File: src/rtl/regbank_wb_arbiter.sv
// regbank_wb_arbiter: shares the register bank write port between ALU and MEM writeback, oldest-first
// Ports:
//   clk, rst_n                     clock, synchronous active-low reset
//   aluValid/aluReady/aluReg/aluData  ALU writeback request handshake
//   memValid/memReady/memReg/memData  MEM (load return) writeback request handshake
//   writeFlag/regWrt/inData        registered register bank write port
//   qReg/qPending                  hazard query: is qReg held or being written
//   conflicts                      saturating count of cycles with both slots held
module regbank_wb_arbiter #(
    parameter int DATA_W = 32,
    parameter int ADDR_W = 5,
    parameter int CNT_W  = 16
) (
    input  logic              clk,
    input  logic              rst_n,
    input  logic              aluValid,
    output logic              aluReady,
    input  logic [ADDR_W-1:0] aluReg,
    input  logic [DATA_W-1:0] aluData,
    input  logic              memValid,
    output logic              memReady,
    input  logic [ADDR_W-1:0] memReg,
    input  logic [DATA_W-1:0] memData,
    output logic              writeFlag,
    output logic [ADDR_W-1:0] regWrt,
    output logic [DATA_W-1:0] inData,
    input  logic [ADDR_W-1:0] qReg,
    output logic              qPending,
    output logic [CNT_W-1:0]  conflicts
);
    logic              alu_h, mem_h, old_mem;
    logic [ADDR_W-1:0] alu_r, mem_r;
    logic [DATA_W-1:0] alu_d, mem_d;
    logic              alu_g, mem_g, alu_new, mem_new, alu_keep, mem_keep;

    always_comb begin
        alu_g    = alu_h && (!mem_h || !old_mem);
        mem_g    = mem_h && (!alu_h || old_mem);
        aluReady = !alu_h || alu_g;
        memReady = !mem_h || mem_g;
        // register 0 requests complete the handshake but never occupy a slot
        alu_new  = aluValid && aluReady && aluReg != '0;
        mem_new  = memValid && memReady && memReg != '0;
        alu_keep = alu_h && !alu_g;
        mem_keep = mem_h && !mem_g;
        qPending = qReg != '0 && ((alu_h && alu_r == qReg) || (mem_h && mem_r == qReg) ||
                                  (writeFlag && regWrt == qReg));
    end

    always_ff @(posedge clk) begin
        if (!rst_n) begin
            alu_h     <= 1'b0;
            mem_h     <= 1'b0;
            old_mem   <= 1'b0;
            writeFlag <= 1'b0;
            regWrt    <= '0;
            inData    <= '0;
            conflicts <= '0;
        end else begin
            alu_h <= alu_keep || alu_new;
            mem_h <= mem_keep || mem_new;
            if (alu_new) begin
                alu_r <= aluReg;
                alu_d <= aluData;
            end
            if (mem_new) begin
                mem_r <= memReg;
                mem_d <= memData;
            end
            // a surviving entry is older than anything captured now; MEM wins a same-edge tie
            old_mem   <= mem_keep || (!alu_keep && mem_new);
            writeFlag <= alu_g || mem_g;
            if (alu_g) begin
                regWrt <= alu_r;
                inData <= alu_d;
            end else if (mem_g) begin
                regWrt <= mem_r;
                inData <= mem_d;
            end
            if (alu_h && mem_h && conflicts != '1)
                conflicts <= conflicts + CNT_W'(1);
        end
    end
endmodule

File: config.mk
export PLATFORM = sky130hd
export DESIGN_NAME = regbank_wb_arbiter
export DESIGN_NICKNAME = d
export VERILOG_FILES = /design/src/rtl/regbank_wb_arbiter.sv
export SDC_FILE = /design/constraint.sdc
export NUM_CORES = 1
export LEC_CHECK = 0
export ABC_AREA = 1
export CORE_MARGIN = 2
export CORE_UTILIZATION = 52
export DETAILED_ROUTE_END_ITERATION = 8
export GPL_ROUTABILITY_DRIVEN = 0
export GPL_TIMING_DRIVEN = 0
export HOLD_SLACK_MARGIN = 0.06
export PLACE_DENSITY = 0.84
export SYNTH_ARGS = -nofsm -noshare
export SYNTH_HDL_FRONTEND = slang
export SYNTH_SLANG_ARGS = --single-unit
File: constraint.sdc
create_clock -name clk -period 9.3 [get_ports clk]
set_input_delay 2.325 -clock clk [delete_from_list [all_inputs] [get_ports clk]]
set_output_delay 2.325 -clock clk [all_outputs]
set_load 0.02 [all_outputs]
==> reports/qor.yml, run 1 <==
sta:
  slew_viol_final: 0
  worst-slew-pin-transition_ns: 0.834
  period_share: 0.689
  grt_setup_unrepaired: "no"
  period_needed_ns: 6.41
  fin_skew_ns: 0.00722
  hold_viol_final: 0
  final.setup.tns_ns: 0
  maxSlewHeadroom: 0.438
  timing.hold.ws_ns: 0.528
  clock.fmax_ghz: 0.156
  setup_violations: 0
cells_and_area:
  multiInputGateArea_um2: 1650
  area_growth_pct: 41.0
  design_area_um2: 7610
  layout-drive-gt1-share: 0.0810
  n_fill_cell: 661
  nNetsFinal: 836
  ff_latch_area_um2: 3360
  diodes: 0
critical_path:
  end_kind: "output pin"
  cp.arrival_ns: 4.08
  required_ns: 6.98
  start_kind: "input pin"
  crit_type: "in2out"
  crit_path_max_fanout: 5
die:
  row_count: 37
  die_h_um: 106
  dieArea_um2: 11200
  coreArea_um2: 10200
  initial_utilization: 0.530
  io_pins: 140
  die_w_um: 106
synthesis:
  netlist_instances: 593
  yosysWarnings: 0
  synth_edf_count: 74
  syn_area_um2: 5400
  synth_async_sr_flop_share: 0
  synth_most_common_cell: "nand2_1"
  ys_seq_area_frac: 0.623
  yosysUniqueCellTypes: 26
  avgSynthCellArea_um2: 9.10
  yosys-top-cells-count: "nand2_1 (139), nor2_1 (90), edfxtp_1 (74), inv_1 (68), dfxtp_1 (57)"
  synth_ff_type: "edfxtp_1"
  netlist.area_leader.share: 0.412
  synth-seq-cells: 131
  yosysTopAreaCell: "edfxtp_1"
  synth_area_leaders: "edfxtp_1 (41%), dfxtp_1 (21%), nand2_1 (9.7%)"
  syn-num-nets: 677
pwr:
  report.power.total_mw: 1.50
  p_leak_nw: 3.11
  powerDensity_nw_per_um2: 197
  peakVddDrop_mv: 0.157
drt:
  postRouteAntennaNets: 0
  drc_errors: 0
  highest_layer: "met4"
  dr.pass1.iters: 5
  vias: 4729
  dr.first_iter.drc_count: 306
  wl_met3_um: 1150
  post_drt_wl_per_cell_um: 15.5
  avgViaCountPerCell: 5.25
  wl_um: 14000
  drt-met1-wl_um: 5300
  met2_length_um: 7240
place:
  io_buffers: 138
  postPlaceCellArea_um2: 7010
  dp_hpwl_um: 9630
clock_network:
  post_cts_buffers: 0
  cts-root-buf: "clkbuf_8"
  hold_buffers: 0
  cts.sinks: 131
  cts_buffer_depth: 2
  tritoncts: "built"
  h-tree-depth: 4
  cts-resized-gates: 0
  cts_buffers: 17
  clk_latency_ns: 0.51
  path_clk_slew_ns: 0.06
min_path:
  hold_path_class: "reg2reg"
flow_run:
  cap_violations: 0
grt:
  gr-total-overflow: 0
  grt_usage: 0.260
  antenna_found_initial: 0
  grt_pass1_wl_um: 22500
  grt_pass1_vias: 4823
  grt_max_degree: 33
status:
  status: "completed"
-- worst max-delay path: stages --
cell             delay (ns)
clkdlybuf4s50_1        0.54
inv_1                  0.11
nand2_1                0.08
nand2_1                0.05
a21oi_1                0.11
nand3_1                0.10
nand3_1                0.08
nand2_1                0.05
inv_1                  0.04
clkdlybuf4s50_1        0.59
-- cell type report --
type                    instances  share of cell area
flip-flops and latches        131               0.442
clock buffers                  17              0.0544
well taps                     136              0.0224
inverters                      70              0.0345
multi-input cells             372               0.217
plain buffers                  20              0.0183
repair buffers                140               0.188
clock inverters                15              0.0240
-- stage by stage --
stage	worst slack (ns)	utilization	cells
2_1_floorplan	4.08	-	593
3_3_place_gp	2.92	0.682	867
3_5_place_dp	2.92	0.688	869
4_1_cts	2.90	0.747	901
5_1_grt	2.74	0.747	901
6_report	2.89	0.747	901
-- report_power, final --
part	internal [mW]	total [mW]	leakage, nW	switching, mW
clock	0.410	0.666	0.292	0.255
combinational	0.0823	0.174	1.66	0.0919
sequential	0.644	0.659	1.16	0.0149
-- logic make-up (layout without fill, tap and decap cells) --
| kind of cell | after synthesis | count (layout) | synth area share |
|---|---|---|---|
| and+or+nand+nor | 270 | 270 | 0.202 |
| buffers and inverters | 90 | 262 | 0.0744 |
| adders and majority gates | 1 | 1 | 0.00232 |
| AOI/OAI and AO/OA | 101 | 101 | 0.0985 |
| DFF | 131 | 131 | 0.623 |
-- worst paths after layout --
check | start | end | slack, ns | depth (start not counted)
max | qReg[4] | qPending | 2.89 | 10
min | alu_d[22] | inData[22] | 0.53 | 2
max reg2reg | mem_h | mem_d[2] | 7.37 | 5
min reg2reg | alu_d[22] | inData[22] | 0.53 | 2
-- layer usage --
| metal | track usage | vias up |
|---|---|---|
| met5 | 0 | - |
| li1 | - | 2255 |
| met1 | 0.302 | 2194 |
| met2 | 0.458 | 247 |
| met4 | 0.108 | 0 |
| met3 | 0.0637 | 33 |
-- state kept, by name, summed over array words and instances (netlist names) --
register   count
alu_d         32
alu_h          1
alu_r          5
conflicts     16
inData        32
mem_d         32
mem_h          1
mem_r          5
old_mem        1
regWrt         5
writeFlag      1
-- cell usage in the layout (no fill, tap or decap), drive strengths merged, types with 19 or more instances in the layout --
| master | instances |
|---|---|
| edfxtp | 74 |
| a21oi | 19 |
| clkdlybuf4s50 | 138 |
| nand2 | 141 |
| o21ai | 78 |
| buf | 21 |
| nor2 | 93 |
| dfxtp | 57 |
| inv | 72 |
| nand3 | 22 |
Note: power is estimated with default switching activity, not from simulation.
==> inputs of run 2 (changes only) <==
--- a/config.mk
+++ b/config.mk
@@ -7,12 +7,12 @@
 export LEC_CHECK = 0
 export ABC_AREA = 1
 export CORE_MARGIN = 2
-export CORE_UTILIZATION = 52
+export CORE_UTILIZATION = 44
 export DETAILED_ROUTE_END_ITERATION = 8
 export GPL_ROUTABILITY_DRIVEN = 0
 export GPL_TIMING_DRIVEN = 0
 export HOLD_SLACK_MARGIN = 0.06
-export PLACE_DENSITY = 0.84
+export PLACE_DENSITY = 0.76
 export SYNTH_ARGS = -nofsm -noshare
 export SYNTH_HDL_FRONTEND = slang
 export SYNTH_SLANG_ARGS = --single-unit
==> constraint.sdc (replaced) <==
create_clock -name clk -period 5.5 [get_ports clk]
set_input_delay 1.375 -clock clk [delete_from_list [all_inputs] [get_ports clk]]
set_output_delay 1.375 -clock clk [all_outputs]
set_load 0.02 [all_outputs]
==> run 2 against run 1 <==
Against the previous run: wire length fell by 4.4%; combinational power rose by 66%; total power rose by 63%; register-to-register slack got worse by 3.8 ns; utilization fell by 12 points; die area rose by 17%; clock skew rose by 0.0027 ns; non-clock buffer count did not move; hold slack improved by 0.0024 ns; worst setup slack got worse by 1.9 ns; critical path depth did not move; largest cell class unchanged; largest power group is now registers.
==> reports/qor.yml, run 2 (synthesis gave the netlist of run 1 again) <==
cells_and_area:
  diodes: 0  # unchanged
  final_core_util: 0.630  # was 0.747
  nNetsFinal: 836  # unchanged
  final_common_cell: "nand2_1"  # unchanged
  layout-drive-gt1-share: 0.0758  # was 0.0810
  area_growth_pct: 40.2  # was 41.0%
  largestRegisters: "alu_d: 32 flops, inData: 32 flops, mem_d: 32 flops"  # unchanged
  design_area_um2: 7570  # was 7610 um2
  final_cell_mix: "nand2_1 (139), clkdlybuf4s50_1 (138), nor2_1 (88)"  # unchanged
  instances_no_fill: 912  # was 901
min_path:
  hold_depth: 2  # unchanged
  hold_path_class: "reg2reg"  # unchanged
pwr:
  clockPowerShare: 0.425  # was 0.444
  power.internal_mw: 1.87  # was 1.14 mW
  p_sw_uw: 567  # was 362 uW
  p_leak_nw: 3.08  # was 3.11 nW
  comb_power_share: 0.118  # was 0.116
  powerDensity_nw_per_um2: 322  # was 197 nW/um2
  peakVddDrop_mv: 0.207  # was 0.157 mV
  seqPwrFrac: 0.457  # was 0.439
  netSwitchingFraction: 0.233  # was 0.242
drt:
  post_drt_wl_per_cell_um: 14.7  # was 15.5 um
  wl_um: 13400  # was 14000 um
  avgViaCountPerCell: 5.01  # was 5.25
  drc_errors: 0  # unchanged
  vias: 4566  # was 4729
  postRouteAntennaNets: 0  # unchanged
  dr.pass1.iters: 7  # was 5
  dr.first_iter.drc_count: 326  # was 306
die:
  io_pins: 140  # unchanged
  die_h_um: 115  # was 106 um
  dieArea_um2: 13200  # was 11200 um2
  initial_utilization: 0.449  # was 0.530
  coreArea_um2: 12000  # was 10200 um2
  row_count: 40  # was 37
  die_w_um: 115  # was 106 um
sta:
  slew_viol_final: 0  # unchanged
  period_needed_ns: 4.50
  setup_violations: 0  # unchanged
  timing.hold.ws_ns: 0.531  # was 0.528 ns
  final.setup.tns_ns: 0  # unchanged
  hold_viol_final: 0  # unchanged
  maxSlewHeadroom: 0.452  # was 0.438
  grt_setup_unrepaired: "no"  # unchanged
  fin_skew_ns: 0.00989  # was 0.00722 ns
  worst-slew-pin-transition_ns: 0.814  # was 0.834 ns
  period_share: 0.818
  clock.fmax_ghz: 0.222
critical_path:
  cp.arrival_ns: 3.13  # was 4.08 ns
  end_kind: "output pin"  # unchanged
  cpMostUsedCell: "nand2_1"  # unchanged
  reg2reg_depth: 5  # unchanged
  path_cells: "clkdlybuf4s50_1 > inv_1 > nand2_1 > nand2_1 > a21oi_1 > nand3_1 > nand3_1 > nand2_1 > inv_1 > clkdlybuf4s50_1"  # unchanged
  path_delay_family: "buffers and inverters"  # unchanged
  path_buf_inv: 4  # unchanged
  start_kind: "input pin"  # unchanged
  crit_type: "in2out"  # unchanged
  critical_path_depth: 10  # unchanged
  required_ns: 4.12  # was 6.98 ns
  crit_slowest_cell: "clkdlybuf4s50_1"  # unchanged
  crit_path_max_fanout: 5  # unchanged
  cpPeakStageDelay_ns: 0.59  # about the same
clock_network:
  clk_latency_ns: 0.41  # was 0.51 ns
  post_cts_buffers: 0  # unchanged
  cts_buffers: 17  # unchanged
  cts-root-buf: "clkbuf_16"  # was clkbuf_8
  hold_buffers: 0  # unchanged
  path_clk_slew_ns: 0.06  # about the same
  cts-resized-gates: 0  # unchanged
  h-tree-depth: 4  # unchanged
  cts.sinks: 131  # unchanged
  cts_buffer_depth: 2  # unchanged
  tritoncts: "built"  # unchanged
place:
  dp.cells: 880  # was 869
  dp_hpwl_um: 9770  # was 9630 um
  postPlaceCellArea_um2: 7020  # was 7010 um2
  io_buffers: 138  # unchanged
flow_run:
  cap_violations: 0  # unchanged
grt:
  antenna_found_initial: 0  # unchanged
  grt_pass1_wl_um: 21000  # was 22500 um
  grt_pass1_vias: 4463  # was 4823
  grt_max_degree: 31  # was 33
  gr-total-overflow: 0  # unchanged
  grt_usage: 0.210  # was 0.260
status:
  status: "completed"  # unchanged
-- run 2: cell types whose count changed in the layout (fill, tap and decap cells not counted) --
cell / change
buf_12: +1
clkbuf_1: +4
clkinv_2: +1
clkinv_4: -5
inv_6: -2
clkbuf_8: +1
buf_16: -1
clkinvlp_4: +2
clkbuf_16: +1
bufinv_16: -2
-- run 2: worst min-delay path, stage by stage, from the launching register on --
cell and delay, ns:
edfxtp_1 0.32, nand2_1 0.05, a21oi_1 0.12
-- run 2: path summary, 6_finish.rpt --
kind	start	to	slack, ns
setup reg to reg	mem_h	mem_d[6]	3.56
hold / removal	alu_d[19]	inData[19]	0.53
setup / recovery	qReg[4]	qPending	1.0
hold reg to reg	alu_d[19]	inData[19]	0.53
-- run 2: metrics by stage --
stage | setup slack [ns] | total power, mW
global route | 0.882 | 2.52
detailed placement | 1.02 | 1.42
global placement | 0.526 | 1.41
CTS | 1.01 | 2.46
finish | 0.998 | 2.44
floorplan | 1.76 | 1.27
-- run 2: power by group through the flow --
stage / Sequential, mW / Combinational [mW] / Clock (mW)
floorplan: 1.16 / 0.111 / 0
global placement: 1.13 / 0.274 / 0
detailed placement: 1.13 / 0.289 / 0
CTS: 1.11 / 0.290 / 1.05
global route: 1.12 / 0.315 / 1.09
finish: 1.11 / 0.288 / 1.04
-- run 2: layer usage --
layer / routed length, um / vias up / global-route usage
met1: 5510 / 2082 / 0.249
met5: 0 / - / 0
met3: 1020 / 31 / 0.0680
met4: 353 / 0 / 0.0996
li1: - / 2258 / -
met2: 6490 / 195 / 0.350
-- run 2: layout make-up --
class / count / area [um2]
multi-input combinational: 372 / 1650
clock buffer: 23 / 468
timing repair buffer: 140 / 1420
buffer: 20 / 139
inverter: 70 / 263
clock inverter: 9 / 81.3
tap: 147 / 184
fill: 989 / 4440
sequential: 131 / 3360
